File: config.mk
export PLATFORM = sky130hd
export DESIGN_NAME = unidade_mult_div_flat
export DESIGN_NICKNAME = d
export VERILOG_FILES = /design/src/rtl/unidade_mult_div_if.sv /design/src/rtl/unidade_mult_div.sv /design/src/flat_wrapper.sv
export SDC_FILE = /design/constraint.sdc
export NUM_CORES = 1
export LEC_CHECK = 0
export ABC_AREA = 1
export BUFFER_PORTS_ARGS = -buffer_cell sky130_fd_sc_hd__buf_4
export CORE_ASPECT_RATIO = 2
export CORE_MARGIN = 3
export CORE_UTILIZATION = 30
export CTS_CLUSTER_DIAMETER = 200
export DETAILED_ROUTE_END_ITERATION = 10
export PLACE_DENSITY = 0.54
export SLEW_MARGIN = 15
export SYNTH_ARGS = -nofsm -noshare
export SYNTH_HDL_FRONTEND = slang
export SYNTH_SLANG_ARGS = --single-unit
File: constraint.sdc
create_clock -name clock -period 2.7 [get_ports clock]
set_input_delay 0.135 -clock clock [delete_from_list [all_inputs] [get_ports clock]]
set_output_delay 0.135 -clock clock [all_outputs]
set_load 0.01 [all_outputs]
File: src/rtl/unidade_mult_div_if.sv
// rtl/unidade_mult_div_if.sv - issue and write-back bundle of the multiply/divide unit
interface unidade_mult_div_if #(parameter int LARGURA = 32);
   logic               inicio;
   logic [1:0]         op;
   logic [LARGURA-1:0] dado1;
   logic [LARGURA-1:0] dado2;
   logic [4:0]         rd_in;
   logic               ocupado;
   logic               pronto;
   logic [LARGURA-1:0] hi;
   logic [LARGURA-1:0] lo;
   logic               RegWrite;
   logic [4:0]         rd;
   logic [LARGURA-1:0] dado_escrita;

   modport master (
      output inicio, op, dado1, dado2, rd_in,
      input  ocupado, pronto, hi, lo, RegWrite, rd, dado_escrita
   );

   modport slave (
      input  inicio, op, dado1, dado2, rd_in,
      output ocupado, pronto, hi, lo, RegWrite, rd, dado_escrita
   );
endinterface

File: src/rtl/unidade_mult_div.sv
// rtl/unidade_mult_div.sv - radix-2 multi-cycle multiply/divide with HI/LO and write-back pulse
module unidade_mult_div #(
   parameter int LARGURA = 32
) (
   input logic               clock,
   input logic               reset,
   unidade_mult_div_if.slave bus
);
   localparam int W = LARGURA;

   typedef enum logic [1:0] {OCIOSO, CALCULA, AJUSTE} estado_t;

   estado_t          estado_q, estado_d;
   logic [1:0]       op_q, op_d;
   logic [4:0]       rd_lat_q, rd_lat_d;
   logic [4:0]       rd_q, rd_d;
   logic [W-1:0]     a_q, a_d;
   logic [W-1:0]     b_q, b_d;
   logic [W-1:0]     a_raw_q, a_raw_d;
   logic [W-1:0]     hi_q, hi_d;
   logic [W-1:0]     lo_q, lo_d;
   logic [W-1:0]     rem_q, rem_d;
   logic [2*W-1:0]   acc_q, acc_d;
   logic [4:0]       cont_q, cont_d;
   logic             fim_q, fim_d;
   logic             sinal_quo_q, sinal_quo_d;
   logic             sinal_rem_q, sinal_rem_d;
   logic             div_zero_q, div_zero_d;
   logic             ocupado_q, ocupado_d;
   logic             pronto_q, pronto_d;
   logic             regwrite_q, regwrite_d;

   logic             sinal_a, sinal_b;
   logic [W-1:0]     mag_a, mag_b;
   logic [W:0]       soma;
   logic [W:0]       rem_desl;
   logic             cabe;
   logic [W-1:0]     sub;
   logic [2*W-1:0]   prod_final;
   logic [W-1:0]     quo_final, rem_final;

   // Signed operands are reduced to magnitudes; 32'h80000000 maps onto itself, which is the correct unsigned magnitude.
   assign sinal_a = bus.op[0] & bus.dado1[W-1];
   assign sinal_b = bus.op[0] & bus.dado2[W-1];
   assign mag_a   = sinal_a ? -bus.dado1 : bus.dado1;
   assign mag_b   = sinal_b ? -bus.dado2 : bus.dado2;

   assign soma     = {1'b0, acc_q[2*W-1:W]} + {1'b0, a_q};
   assign rem_desl = {rem_q, acc_q[W-1]};
   assign cabe     = rem_desl >= {1'b0, b_q};
   // When the divisor fits, the true difference is below 2^W, so the low word is exact.
   assign sub      = rem_desl[W-1:0] - b_q;

   assign prod_final = sinal_quo_q ? -acc_q : acc_q;
   assign quo_final  = sinal_quo_q ? -acc_q[W-1:0] : acc_q[W-1:0];
   assign rem_final  = sinal_rem_q ? -rem_q : rem_q;

   always_comb begin
      estado_d    = estado_q;
      op_d        = op_q;
      rd_lat_d    = rd_lat_q;
      rd_d        = rd_q;
      a_d         = a_q;
      b_d         = b_q;
      a_raw_d     = a_raw_q;
      hi_d        = hi_q;
      lo_d        = lo_q;
      rem_d       = rem_q;
      acc_d       = acc_q;
      cont_d      = cont_q;
      fim_d       = fim_q;
      sinal_quo_d = sinal_quo_q;
      sinal_rem_d = sinal_rem_q;
      div_zero_d  = div_zero_q;
      ocupado_d   = ocupado_q;
      pronto_d    = 1'b0;
      regwrite_d  = 1'b0;

      case (estado_q)
         OCIOSO: begin
            if (bus.inicio) begin
               estado_d    = CALCULA;
               op_d        = bus.op;
               rd_lat_d    = bus.rd_in;
               a_d         = mag_a;
               b_d         = mag_b;
               a_raw_d     = bus.dado1;
               sinal_quo_d = sinal_a ^ sinal_b;
               sinal_rem_d = sinal_a;
               div_zero_d  = (bus.dado2 == '0);
               rem_d       = '0;
               acc_d       = {{W{1'b0}}, (bus.op[1] ? mag_a : mag_b)};
               cont_d      = '0;
               fim_d       = 1'b0;
               ocupado_d   = 1'b1;
            end
         end

         CALCULA: begin
            if (!fim_q) begin
               if (!op_q[1]) begin
                  acc_d = acc_q[0] ? {soma, acc_q[W-1:1]} : {1'b0, acc_q[2*W-1:1]};
               end else if (cabe) begin
                  rem_d          = sub;
                  acc_d[W-1:0]   = {acc_q[W-2:0], 1'b1};
               end else begin
                  rem_d          = rem_desl[W-1:0];
                  acc_d[W-1:0]   = {acc_q[W-2:0], 1'b0};
               end
               cont_d = cont_q + 5'd1;
               if (cont_q == 5'd31) begin
                  fim_d = 1'b1;
               end
            end else begin
               estado_d   = AJUSTE;
               ocupado_d  = 1'b0;
               pronto_d   = 1'b1;
               regwrite_d = (rd_lat_q != 5'd0);
               rd_d       = rd_lat_q;
               if (!op_q[1]) begin
                  hi_d = prod_final[2*W-1:W];
                  lo_d = prod_final[W-1:0];
               end else if (div_zero_q) begin
                  hi_d = a_raw_q;
                  lo_d = '1;
               end else begin
                  hi_d = rem_final;
                  lo_d = quo_final;
               end
            end
         end

         AJUSTE: begin
            estado_d = OCIOSO;
         end

         default: begin
            estado_d = OCIOSO;
         end
      endcase
   end

   always_ff @(posedge clock) begin
      if (reset) begin
         estado_q    <= OCIOSO;
         op_q        <= '0;
         rd_lat_q    <= '0;
         rd_q        <= '0;
         a_q         <= '0;
         b_q         <= '0;
         a_raw_q     <= '0;
         hi_q        <= '0;
         lo_q        <= '0;
         rem_q       <= '0;
         acc_q       <= '0;
         cont_q      <= '0;
         fim_q       <= 1'b0;
         sinal_quo_q <= 1'b0;
         sinal_rem_q <= 1'b0;
         div_zero_q  <= 1'b0;
         ocupado_q   <= 1'b0;
         pronto_q    <= 1'b0;
         regwrite_q  <= 1'b0;
      end else begin
         estado_q    <= estado_d;
         op_q        <= op_d;
         rd_lat_q    <= rd_lat_d;
         rd_q        <= rd_d;
         a_q         <= a_d;
         b_q         <= b_d;
         a_raw_q     <= a_raw_d;
         hi_q        <= hi_d;
         lo_q        <= lo_d;
         rem_q       <= rem_d;
         acc_q       <= acc_d;
         cont_q      <= cont_d;
         fim_q       <= fim_d;
         sinal_quo_q <= sinal_quo_d;
         sinal_rem_q <= sinal_rem_d;
         div_zero_q  <= div_zero_d;
         ocupado_q   <= ocupado_d;
         pronto_q    <= pronto_d;
         regwrite_q  <= regwrite_d;
      end
   end

   assign bus.ocupado      = ocupado_q;
   assign bus.pronto       = pronto_q;
   assign bus.hi           = hi_q;
   assign bus.lo           = lo_q;
   assign bus.RegWrite     = regwrite_q;
   assign bus.rd           = rd_q;
   assign bus.dado_escrita = lo_q;
endmodule

File: src/flat_wrapper.sv
// flat-port wrapper written by rule: the top's interface ports become plain ports
module unidade_mult_div_flat 
#(
   parameter int LARGURA = 32
)
  (clock, reset, bus_inicio, bus_op, bus_dado1, bus_dado2, bus_rd_in, bus_ocupado, bus_pronto, bus_hi, bus_lo, bus_RegWrite, bus_rd, bus_dado_escrita);
  unidade_mult_div_if #(.LARGURA(LARGURA)) bus_i ();
  input logic clock;
  input logic reset;
  input wire logic [$bits(bus_i.inicio)-1:0] bus_inicio;
  input wire logic [$bits(bus_i.op)-1:0] bus_op;
  input wire logic [$bits(bus_i.dado1)-1:0] bus_dado1;
  input wire logic [$bits(bus_i.dado2)-1:0] bus_dado2;
  input wire logic [$bits(bus_i.rd_in)-1:0] bus_rd_in;
  output wire logic [$bits(bus_i.ocupado)-1:0] bus_ocupado;
  output wire logic [$bits(bus_i.pronto)-1:0] bus_pronto;
  output wire logic [$bits(bus_i.hi)-1:0] bus_hi;
  output wire logic [$bits(bus_i.lo)-1:0] bus_lo;
  output wire logic [$bits(bus_i.RegWrite)-1:0] bus_RegWrite;
  output wire logic [$bits(bus_i.rd)-1:0] bus_rd;
  output wire logic [$bits(bus_i.dado_escrita)-1:0] bus_dado_escrita;
  assign bus_i.inicio = bus_inicio;
  assign bus_i.op = bus_op;
  assign bus_i.dado1 = bus_dado1;
  assign bus_i.dado2 = bus_dado2;
  assign bus_i.rd_in = bus_rd_in;
  assign bus_ocupado = bus_i.ocupado;
  assign bus_pronto = bus_i.pronto;
  assign bus_hi = bus_i.hi;
  assign bus_lo = bus_i.lo;
  assign bus_RegWrite = bus_i.RegWrite;
  assign bus_rd = bus_i.rd;
  assign bus_dado_escrita = bus_i.dado_escrita;
  unidade_mult_div #(.LARGURA(LARGURA)) u_core (.clock(clock), .reset(reset), .bus(bus_i));
endmodule
### Yosys cells after proc, flatten, opt, wreduce, memory -nomap -nowiden

Cells that the tools add are included.

| storage, ports and cells | value |
|---|---|
| bits in registers | 282 |
| input bits | 74 |
| output and inout port bits | 104 |
| logic and storage cells | 91 |

| cells by class | value |
|---|---|
| $add $sub $neg | 8 |
| $lt $le $gt $ge | 1 |
| eq/ne operators | 7 |
| muxes and demuxes | 36 |
| bitwise gates (word level) | 5 |
| reductions and logical operators | 14 |

Operator list:

| kind | count |
|---|---|
| 32-bit two-way mux | 15 |
| 64-bit two-way mux | 4 |
| 32-bit negator | 4 |
| 64-bit one-hot mux with 2 select lines | 1 |
| 64-bit negator | 1 |
| 32-bit one-hot mux with 2 select lines | 1 |
| 32-bit by 32-bit adder with 33-bit output | 1 |
| 33-bit by 32-bit greater-or-equal comparator with 1-bit output | 1 |
| 32-bit logical NOT | 1 |
| 32-bit subtractor | 1 |
| 5-bit two-way mux | 2 |
| 5-bit one-hot mux with 2 select lines | 1 |
| 2-bit AND reduction | 4 |
| 4-bit AND reduction | 2 |
| 1-bit two-way mux | 7 |
| 2-bit inequality test (second input constant) | 3 |
| 3-bit AND reduction | 2 |
| 5-bit by 1-bit adder with 5-bit output (second input constant) | 1 |
| 5-bit == test (second input constant) | 1 |
| 5-bit nonzero test | 1 |
| 2-bit two-way mux | 2 |
| 2-bit by 1-bit inequality test with 1-bit output (second input constant) | 2 |
| 1-bit one-hot mux with 2 select lines | 2 |
| 2-bit one-hot mux with 2 select lines | 1 |
| other kinds (8) | 10 |

### Longest topological paths before layout

| depth | value |
|---|---|
| depth after elaboration | 5 |
| mapped depth | 17 |
| mapped depth without buffers | 16 |

### Worst setup path before layout

OpenSTA, ideal clock, no wires.

| timing | value |
|---|---|
| path kind | register -> register |
| from | register u_core.acc_q[0] |
| to | register u_core.hi_q[18] (netlist: u_core.bus.hi[18]) |
| library setup time | 117 ps |
| arrival | 1,898 ps |
| data required time | 2,583 ps |
| slack | 685 ps |
| cell stages (with the launch flop) | 15 |
| path buffers | 1 |
| clock period less this slack | 2,015 ps |
| cell sequence | dfxtp_1 -> inv_1 -> clkbuf_1 -> ha_1 -> nand3_2 -> inv_2 -> nand2_2 -> nor2_4 -> nand2_2 -> nor2_1 -> nand3_1 -> a21oi_1 -> nor2_1 -> nor2_1 -> nor2_1 |

| on the way | value |
|---|---|
| word-level cells in the longest chain between the ends | 3 |

RTL lines:

| what | line | source |
|---|---|---|
| start: declaration | unidade_mult_div.sv:23 | `logic [2*W-1:0] acc_q, acc_d;` |
| start signal: assignment | unidade_mult_div.sv:155 | `acc_q <= '0;` |
| start signal: assignment | unidade_mult_div.sv:175 | `acc_q <= acc_d;` |
| 64-bit negator | unidade_mult_div.sv:54 | `assign prod_final = sinal_quo_q ? -acc_q : acc_q;` |
| 64-bit two-way mux | unidade_mult_div.sv:54 |  |
| 32-bit two-way mux | unidade_mult_div.sv:120 | `if (!op_q[1]) begin` |
| end signal: assignment | unidade_mult_div.sv:172 | `hi_q <= hi_d;` |
| end: declaration | unidade_mult_div.sv:20 | `logic [W-1:0] hi_q, hi_d;` |

No other way between the ends.
A chain may end at the register's enable or synchronous reset.

### Final worst setup path

| timing | value |
|---|---|
| from | register u_core.acc_q[38] |
| to | register u_core.hi_q[28] (netlist: u_core.bus.hi[28]) |

Same word-level chain as after synthesis.

==> flow_summary.ini <==
[worst_setup_path]
r2r_start = u_core.acc_q[38]
cp_max_fo = 5
worst-path-buf-inv = 2
cp.arrival_ns = 3.02
rrSetupSlack_ns = 0.16
cp.required_ns = 3.18
critical_path.most_common_cell = nand2_1
reg2regPathDepth = 15
crit_type = reg -> reg
critical-path-top-delay-family = simple AND/OR/NAND/NOR gates
critPathCaptureType = flip-flop
worstReg2RegEnd = u_core.bus.hi[28]
critical_path_depth = 15
cp_slowest_stage_delay_ns = 0.35
crit_chain = buf_4 > nor2_2 > nand3_1 > nor2_1 > nand2_1 > nor2_1 > nand2_1 > nand2_1 > nand2_1 > nand2_1 > o21ai_0 > nand2_1 > nand2_1 > nand2_1 > inv_1
slowest_stage = nor2_2
start_kind = flip-flop

[power_and_ir_drop]
power_density_nw_per_um2 = 492.6
ir_drop_v = 0.0004794
power.leakage_nw = 12.13

[sta]
skew_ns = 0.02195
rsz0062_at_grt = no
max_freq_mhz = 393.5
hold_violations = 0
finalCritPeriodShare_pct = 94.12
fin_crit_ns = 2.541
slew_headroom_pct = 38.25
maxSlewViolCount = 0
setup_violations = 0
tns_ns = 0
worst_slew_pin_slew_ns = 0.9253

[die]
die_width_um = 194.0
num_rows = 137
core-area_um2 = 69940
start_util_pct = 30.32
die_area_um2 = 74090
die_h_um = 382.0
io-pin-count = 178

[finish]
syn2layout_area_growth_pct = 19.91
multi_input_area_um2 = 12910
final_nets = 3898
ff_latch_area_um2 = 5607
fillers = 7912
layout-drive-gt1-share_pct = 11.29
design_area_um2 = 25420

[job]
maxCapViolCount = 0

[grt]
track_usage_pct = 29.14
grt_pass1_wl_um = 160000
grt_pass1_vias = 24360
grt_max_degree = 99
antenna_found_initial = 4
grt-ovfl-total = 0

[placed_design]
gp_congestion = 1.057
portBuffers = 177
dpl-instance-area_um2 = 23900
post-dp-hpwl_um = 92040

[synth]
synth_seq_cells = 280
synth_edf_count = 0
syn-cell-area_um2 = 21200
synth_flop_cell = dfxtp_1
ys_types = 50
yosysWarnings = 0
async_flop_share_pct = 0
yosysSeqAreaShare_pct = 26.44
syn_avg_cell_area_um2 = 6.010
syn_nets = 3674
synth_cells = 3528

[routing]
ant_nets = 0
routed-wl-met2_um = 56010
viasPerCell = 5.238
drt_first_pass_iters = 6
drt_drc_violations_left = 0
detail_route.wl_per_cell_um = 23.97
drtIter0Drc = 1882
wl_met1_um = 37070
vias = 24500
wl_met3_um = 4887
dr.max_layer_used = met5
wl_um = 112100

[hold_path]
hold_end = u_core.b_q[24]
min_path_type = in -> reg
min-delay-start = bus_dado2[7]
holdPathStages = 6

[clock_network]
clock-sinks = 280
htree_levels = 1
ctsLongestPathBuffers = 3
cts.clk_slew.worst_paths_ns = 0.07
clkLatencyLatePin_ns = 0.60
cts_tree = built
cts_root_buffer = clkbuf_16
numCtsBuffers = 28

[status]
status = completed
==> through the flow <==
step,hold WS (ns),cells,setup WS [ns],util (%),total power [W]
2_1_floorplan,0.2452,3528,0.6852,-,0.006581
3_3_place_gp,0.3565,4572,0.2185,34.18,0.008168
3_5_place_dp,0.3675,4572,0.2351,34.18,0.008151
4_1_cts,0.00001438,4676,0.2119,36.32,0.01247
5_1_grt,0.04040,4676,0.005864,36.35,0.01296
6_report,0.02021,4677,0.1589,36.35,0.01252
==> worst register-to-register path, delay by kind of cell (launching register included) <==
kind / cells / cell delay, ns
flops: 1 / 0.34
buf+inv: 2 / 0.21
simple gates: 12 / 1.72
compound gates: 1 / 0.16
==> registers in the layout (all words and copies together), names as in the netlist, 2 cells and up <==
signal                   count
u_core.bus.rd                5
u_core.cont_q                5
u_core.rem_q                32
u_core.b_q                  32
u_core.bus.dado_escrita     32
u_core.estado_q              2
u_core.rd_lat_q              5
u_core.a_q                  31
u_core.a_raw_q              32
u_core.bus.hi               32
u_core.acc_q                64
==> where the power goes <==
part           switching [W]  total, W  internal (W)
sequential          0.000216   0.00455       0.00433
clock                0.00191   0.00430       0.00239
combinational        0.00257   0.00367       0.00110
total                0.00470    0.0125       0.00782
==> worst max path at each step <==
| stage | startpoint | end | slack, ns |
|---|---|---|---|
| 6_report | u_core.acc_q[38] | u_core.bus.hi[28] | 0.16 |
| 3_3_place_gp | u_core.acc_q[40] | u_core.bus.hi[28] | 0.22 |
| 3_5_place_dp | u_core.b_q[24] | u_core.rem_q[12] | 0.24 |
| 5_1_grt | u_core.acc_q[38] | u_core.bus.hi[28] | 0.006 |
| 4_1_cts | u_core.acc_q[40] | u_core.bus.hi[28] | 0.21 |
| 2_1_floorplan | u_core.acc_q[0] | u_core.bus.hi[18] | 0.69 |
==> placed cells by master, fill, tap and decap left out, types with 8 or more instances in the layout <==
master,instances
nor3_1,28
nand3b_1,18
a221oi_1,10
nand2_1,945
a21oi_1,277
nor2_2,17
inv_1,482
o221ai_1,18
o211ai_1,20
clkbuf_16,29
buf_4,300
xnor2_1,22
a22o_1,10
o21ai_1,9
nand2_2,12
o21bai_1,8
ha_1,70
xor2_1,76
dlygate4sd3_1,53
a31oi_1,36
dfxtp_1,279
o21ai_0,239
nand3_1,314
nand4_1,48
o22ai_1,34
nor2_1,312
inv_2,16
a22oi_1,9
==> synthesized netlist by cell type, types with 12 or more instances <==
master / count / share of area, %
ha_1: 70 / 4.1
buf_1: 14 / 0.25
xnor2_1: 22 / 0.91
o21ai_0: 239 / 5.6
nand2_1: 945 / 17
buf_4: 35 / 1.2
o211ai_1: 20 / 0.71
xor2_1: 76 / 3.1
nand4_1: 48 / 1.4
nand3b_1: 18 / 0.64
buf_2: 27 / 0.64
o22ai_1: 34 / 1.0
a21oi_1: 277 / 6.5
inv_1: 485 / 8.6
clkbuf_1: 84 / 1.5
nor3_1: 28 / 0.66
inv_2: 14 / 0.25
nand3_1: 315 / 7.4
dfxtp_1: 280 / 26
o221ai_1: 18 / 0.74
nand2_2: 12 / 0.35
a31oi_1: 36 / 1.1
nor2_1: 320 / 5.7
==> cell families after synthesis <==
| family | Yosys count | share of synthesized area, % |
|---|---|---|
| AO/OA/AOI/OAI | 693 | 18.28 |
| XOR/XNOR | 98 | 4.048 |
| adder cells (fa/ha/maj) | 72 | 4.320 |
| buffers and inverters | 666 | 12.78 |
| flip-flops | 280 | 26.44 |
| AND/OR/NAND/NOR | 1719 | 34.13 |
==> what timing repair did <==
action / CTS / global route
resized for setup: 0 / 7
hold buffers: 53 / 0
endpoints found under the setup margin: 0 / 8
setup buffers: 0 / 0
endpoints found under the hold margin: 75 / 0
==> routing by layer <==
layer | vias to the layer above | track usage (%)
li1 | 11910 | -
met4 | 2 | 28.80
met5 | - | 0
met2 | 956 | 53.36
met3 | 421 | 3.363
met1 | 11210 | 27.40
==> area by class of cell <==
class                      instances  area share, %
clock buffer                      37          3.170
timing repair buffer             360          11.50
tap                              903          4.444
antenna                            1       0.009843
sequential                       280          22.05
multi-input combinational       2582          50.80
inverter                         500          7.388
clock inverter                    14         0.6349
No activity file was read; power rests on OpenSTA's default activity.
